--- config.mk ---
export PLATFORM = sky130hd
export DESIGN_NAME = exe_muldiv
export DESIGN_NICKNAME = d
export VERILOG_FILES = /design/src/rtl/exe_muldiv.sv
export SDC_FILE = /design/constraint.sdc
export NUM_CORES = 1
export LEC_CHECK = 0
export CORE_MARGIN = 1.5
export CORE_UTILIZATION = 30
export CTS_CLUSTER_DIAMETER = 80
export CTS_CLUSTER_SIZE = 14
export DETAILED_ROUTE_END_ITERATION = 16
export GPL_TIMING_DRIVEN = 0
export SLEW_MARGIN = 25
export SYNTH_ARGS = -nofsm -noshare
export SYNTH_HDL_FRONTEND = slang
export SYNTH_SLANG_ARGS = --single-unit
export TNS_END_PERCENT = 100
--- constraint.sdc ---
create_clock -name clk -period 12.9 [get_ports clk]
set_input_delay 3.87 -clock clk [delete_from_list [all_inputs] [get_ports clk]]
set_output_delay 3.87 -clock clk [all_outputs]
set_load 0.02 [all_outputs]
--- src/rtl/exe_muldiv.sv ---
// exe_muldiv: iterative 32-bit multiply/divide unit for the EXE stage.
// Runs MULT/MULTU/DIV/DIVU over 32 iteration cycles and owns the HI/LO pair.
//
// Ports:
//   clk, rst_n   rising-edge clock, asynchronous active-low reset
//   start        level request from the instruction currently in EXE
//   op           000 none, 001 MULT, 010 MULTU, 011 DIV, 100 DIVU,
//                101 MTHI, 110 MTLO, 111 reserved (none)
//   a, b         rs_value / rt_value operands
//   hold         pipeline stalled by another source this cycle
//   flush        EXE instruction is being killed
//   hi, lo       HI/LO registers (feed MFHI/MFLO)
//   busy, done   state flags (BUSY / DONE)
//   stall        combinational stall for IF/ID/EXE
//   dbg_state    current FSM state (0 IDLE, 1 BUSY, 2 DONE)
//
// Handshake: the EXE instruction presents start/op/a/b as a level. A
// muldiv op is taken at the first edge where the unit is IDLE and flush=0;
// stall is raised combinationally in that same cycle and stays up while
// BUSY, so the instruction holds its inputs until the DONE cycle, where
// stall drops and the instruction leaves EXE on the next edge (hold=0).
// start is not looked at in BUSY or DONE. MTHI/MTLO never stall; they
// write on the edge where the unit is IDLE and start=1, hold=0, flush=0.
module exe_muldiv (
  input  logic        clk,
  input  logic        rst_n,
  input  logic        start,
  input  logic [2:0]  op,
  input  logic [31:0] a,
  input  logic [31:0] b,
  input  logic        hold,
  input  logic        flush,
  output logic [31:0] hi,
  output logic [31:0] lo,
  output logic        busy,
  output logic        done,
  output logic        stall,
  output logic [1:0]  dbg_state
);

  localparam logic [2:0] OP_MULT  = 3'b001;
  localparam logic [2:0] OP_MULTU = 3'b010;
  localparam logic [2:0] OP_DIV   = 3'b011;
  localparam logic [2:0] OP_DIVU  = 3'b100;
  localparam logic [2:0] OP_MTHI  = 3'b101;
  localparam logic [2:0] OP_MTLO  = 3'b110;

  typedef enum logic [1:0] {
    IDLE = 2'd0,
    BUSY = 2'd1,
    DONE = 2'd2
  } state_t;

  state_t      state, state_nx;
  logic [4:0]  cnt;
  logic        is_div_q;
  logic [63:0] acc;        // MUL: running product; DIV: {remainder, quotient/dividend}
  logic [31:0] opnd;       // MUL: multiplicand magnitude; DIV: divisor magnitude
  logic        res_neg;    // negate product / quotient
  logic        rem_neg;    // remainder takes the sign of the dividend
  logic        div_zero;

  // ---------------- request decode ----------------
  logic is_md, is_div_in, signed_in, accept, mt_ok, last_step;
  logic a_neg, b_neg;
  logic [31:0] a_mag, b_mag;

  always_comb begin
    is_md     = (op == OP_MULT) || (op == OP_MULTU) || (op == OP_DIV) || (op == OP_DIVU);
    is_div_in = (op == OP_DIV) || (op == OP_DIVU);
    signed_in = (op == OP_MULT) || (op == OP_DIV);
    accept    = (state == IDLE) && start && is_md && !flush;
    mt_ok     = (state == IDLE) && start && !hold && !flush;
    last_step = (state == BUSY) && !flush && (cnt == 5'd31);
    a_neg     = signed_in && a[31];
    b_neg     = signed_in && b[31];
    a_mag     = a_neg ? (32'd0 - a) : a;
    b_mag     = b_neg ? (32'd0 - b) : b;
  end

  // ---------------- FSM ----------------
  always_ff @(posedge clk or negedge rst_n) begin
    if (!rst_n) state <= IDLE;
    else        state <= state_nx;
  end

  always_comb begin
    state_nx = state;
    case (state)
      IDLE: if (accept) state_nx = BUSY;
      BUSY: begin
        if (flush)             state_nx = IDLE;
        else if (cnt == 5'd31) state_nx = DONE;
      end
      DONE: if (flush || !hold) state_nx = IDLE;
      default: state_nx = IDLE;
    endcase
  end

  assign busy      = (state == BUSY);
  assign done      = (state == DONE);
  assign stall     = accept || (state == BUSY);
  assign dbg_state = state;

  // ---------------- one iteration ----------------
  logic [32:0] mul_sum;
  logic [32:0] div_t;
  logic        div_ge;
  logic [31:0] div_rem;
  logic [63:0] acc_nx;

  always_comb begin
    // shift-add: add multiplicand into the upper half when the low bit is set,
    // then shift the whole 65-bit value right by one
    mul_sum = {1'b0, acc[63:32]} + (acc[0] ? {1'b0, opnd} : 33'd0);
    // restoring division: shift the next dividend bit into the remainder
    div_t   = {acc[63:32], acc[31]};
    div_ge  = (div_t >= {1'b0, opnd});
    div_rem = div_ge ? 32'(div_t - {1'b0, opnd}) : div_t[31:0];
    if (is_div_q) acc_nx = {div_rem, acc[30:0], div_ge};
    else          acc_nx = {mul_sum, acc[31:1]};
  end

  // ---------------- sign fix-up of the final iteration ----------------
  logic [63:0] prod_fix;
  logic [31:0] quot_fix, rem_fix;

  always_comb begin
    prod_fix = res_neg ? (64'd0 - acc_nx) : acc_nx;
    // a zero divisor yields all-ones quotient regardless of operand signs;
    // the remainder then equals |a| re-signed, i.e. a itself
    if (div_zero)     quot_fix = 32'hFFFF_FFFF;
    else if (res_neg) quot_fix = 32'd0 - acc_nx[31:0];
    else              quot_fix = acc_nx[31:0];
    rem_fix = rem_neg ? (32'd0 - acc_nx[63:32]) : acc_nx[63:32];
  end

  // ---------------- datapath registers ----------------
  always_ff @(posedge clk or negedge rst_n) begin
    if (!rst_n) begin
      cnt      <= 5'd0;
      is_div_q <= 1'b0;
      acc      <= 64'd0;
      opnd     <= 32'd0;
      res_neg  <= 1'b0;
      rem_neg  <= 1'b0;
      div_zero <= 1'b0;
    end else if (accept) begin
      cnt      <= 5'd0;
      is_div_q <= is_div_in;
      acc      <= {32'd0, (is_div_in ? a_mag : b_mag)};
      opnd     <= is_div_in ? b_mag : a_mag;
      res_neg  <= a_neg ^ b_neg;
      rem_neg  <= a_neg;
      div_zero <= (b == 32'd0);
    end else if ((state == BUSY) && !flush) begin
      cnt <= cnt + 5'd1;
      acc <= acc_nx;
    end
  end

  // ---------------- HI/LO ----------------
  always_ff @(posedge clk or negedge rst_n) begin
    if (!rst_n) begin
      hi <= 32'd0;
      lo <= 32'd0;
    end else if (last_step) begin
      if (is_div_q) begin
        hi <= rem_fix;
        lo <= quot_fix;
      end else begin
        hi <= prod_fix[63:32];
        lo <= prod_fix[31:0];
      end
    end else if (mt_ok && (op == OP_MTHI)) begin
      hi <= a;
    end else if (mt_ok && (op == OP_MTLO)) begin
      lo <= a;
    end
  end

endmodule

==> results_dict.tcl <==
set metrics [dict create \
    total_leakage_power_nw 7.70 \
    clock_latency_ns 0.47 \
    rows 85 \
    synth_nets 2246 \
    crit_type "in -> out" \
    status "completed" \
    cp_max_fo 10 \
    end_kind "output pin" \
    slew_headroom_pct 24.7 \
    fin_skew_ns 0.0196 \
    fmax_ghz 0.0923 \
    gp_congestion 0.981 \
    cts_tree "yes" \
    seqCellArea_mm2 0.00428 \
    fillers 5672 \
    finalSetupViolations 0 \
    placed_area_mm2 0.0186 \
    detail-route-antenna-nets 0 \
    die_area_mm2 0.0560 \
    hold_ws_ns 0.531 \
    cts_buffers 17 \
    maxCapViolCount 0 \
    hold_viol 0 \
    post-route-util_pct 35.7 \
    tns_ns 0 \
    cts_max_path_buffers 2 \
    clkTransAtPathRegs_ns 0.08 \
    multi_input_area_mm2 0.0113 \
    finalCritPeriodShare_pct 84.0 \
    fp.coreArea_mm2 0.0539 \
    final_cell_mix "nand2_1, dfrtp_1, a21oi_1, nor2_1, o21ai_0" \
    cts_resized 0 \
    viasPerCell 6.10 \
    cp_data_required_time_ns 9.03 \
    startpoint_type "input pin" \
    dp_cells 2936 \
    synth-seq-cells 171 \
    drc 0 \
    ys_types 106 \
    drt_first_pass_iters 6 \
    grt_pass1_vias 17300 \
    dp_hpwl_um 64600 \
    report.final.slew_viol_count 0 \
    avgSynthCellArea_um2 7.79 \
    synth_edf_count 0 \
    stdcell_area_mm2 0.0193 \
    total_power_mw 4.79 \
    ir_drop_uv 100 \
    antenna_found_initial 1 \
    track_usage_pct 28.0 \
    nets 2403 \
    fin_ws_ns 2.06 \
    worstHoldPathType "reg -> reg" \
    port_buffers 137 \
    ctsHoldBuffers 0 \
    finalCriticalPeriod_ns 10.84 \
    drt-total-wl_um 79400 \
    tightest_slew_ns 1.11 \
    grt_pass1_wl_um 116000 \
    initial_core_util_pct 30.4 \
    grt_max_degree 89 \
    ys.flop_type "dfrtp_1" \
    fp.dieH_um 237 \
    rsz0062_at_grt "no" \
    grt-ovfl-total 0 \
    synth_cells 2102 \
    stdcell_count 2969 \
    wl_per_cell_um 26.8 \
    via_count 18100 \
    syn_to_final_growth_pct 17.7 \
    final_common_cell "nand2_1" \
    cts_setup_buffers 0 \
    die_w_um 237 \
    synth_area_mm2 0.0164 \
    dp_slack_ns 2.19 \
    powerDensity_mw_per_mm2 249 \
    cts_root_buffer "clkbuf_16" \
    yosys_warnings 0 \
    drive_above_1_share_pct 5.90 \
    async_flop_share_pct 100 \
    ios 141 \
    cts_max_level 4 \
    drt_iter0_markers 1933 \
    clock-sinks 171 \
    critical_path_arrival_ns 6.97 \
    ys_seq_area_share_pct 26.1 \
]
==> cell families (layout without fill, tap and decap cells) <==
kind of cell	Yosys count	after routing	share of synthesized area, %
other	0	1	0
adders and majority gates	72	72	5.60
xor gates and xnor gates	155	155	8.29
buffers and inverters	207	377	5.08
AOI/OAI and AO/OA	688	688	28.6
DFF	171	171	26.1
muxes	67	67	4.27
and+or+nand+nor	742	742	22.0
==> critical path: stages <==
cell and delay (ns):
clkdlybuf4s50_1 0.48, nor4b_1 0.98, nand2_1 0.15, clkbuf_1 0.31
buf_1 0.35, nand2_1 0.18, clkdlybuf4s50_1 0.62
==> registers in the layout, indices dropped and copies added (netlist names), 2 cells and up <==
name       flops
cnt            5
acc           64
opnd          32
dbg_state      2
hi            32
lo            32
==> per-layer routing <==
layer / track usage, % / vias to the layer above / share of wire, % / wire (um)
li1: - / 8083 / - / -
met1: 36.8 / 8916 / 41 / 32500
met2: 43.2 / 916 / 44 / 35300
met3: 5.18 / 192 / 8.8 / 7020
met4: 15.3 / 0 / 5.8 / 4630
met5: 0 / - / 0 / 0
==> worst paths after layout <==
path | startpoint | endpoint | depth (start not counted) | slack [ns]
max | flush | stall | 7 | 2.06
min | lo[27]$_DFFE_PN0P_ | lo[27]$_DFFE_PN0P_ | 1 | 0.53
max reg2reg | is_div_q$_DFFE_PN0P_ | hi[26]$_DFFE_PN0P_ | 18 | 5.14
min reg2reg | lo[27]$_DFFE_PN0P_ | lo[27]$_DFFE_PN0P_ | 1 | 0.53
max in group asynchronous | rst_n | acc[59]$_DFFE_PN0P_ | 2 | 8.60
min in group asynchronous | rst_n | lo[12]$_DFFE_PN0P_ | 1 | 3.38
==> cells in the mapped netlist, drive strengths merged, types with 25 or more instances <==
cell type | instances | share of area [%]
ha | 70 | 5.4
and2 | 51 | 1.9
o22ai | 28 | 1.1
nand3 | 34 | 1.1
inv | 72 | 1.7
and3 | 25 | 0.99
o31ai | 37 | 1.8
nor3 | 69 | 2.1
a32oi | 28 | 1.5
xnor2 | 89 | 4.8
o221ai | 29 | 1.6
mux2i | 45 | 2.8
a31oi | 25 | 0.96
nand2 | 279 | 6.5
xor2 | 66 | 3.5
a21oi | 166 | 5.1
clkbuf | 102 | 2.4
nor2 | 154 | 3.5
dfrtp | 171 | 26
o21ai | 150 | 4.6
buf | 31 | 1.0
==> cell type report <==
cell class	count	share of cell area [%]
Antenna cell	1	0.0130
Clock inverter	14	0.890
Sequential cell	171	22.2
Timing Repair Buffer	138	7.29
Clock buffer	18	2.23
Multi-Input combinational cell	1724	58.5
Inverter	74	1.44
Tap cell	696	4.52
Buffer	133	2.88
==> power breakdown <==
part,total [mW],internal [mW],switching [mW]
logic,3.29,1.16,2.13
clock network,0.568,0.295,0.274
registers,0.929,0.691,0.238
Note: power is estimated with default switching activity, not from simulation.
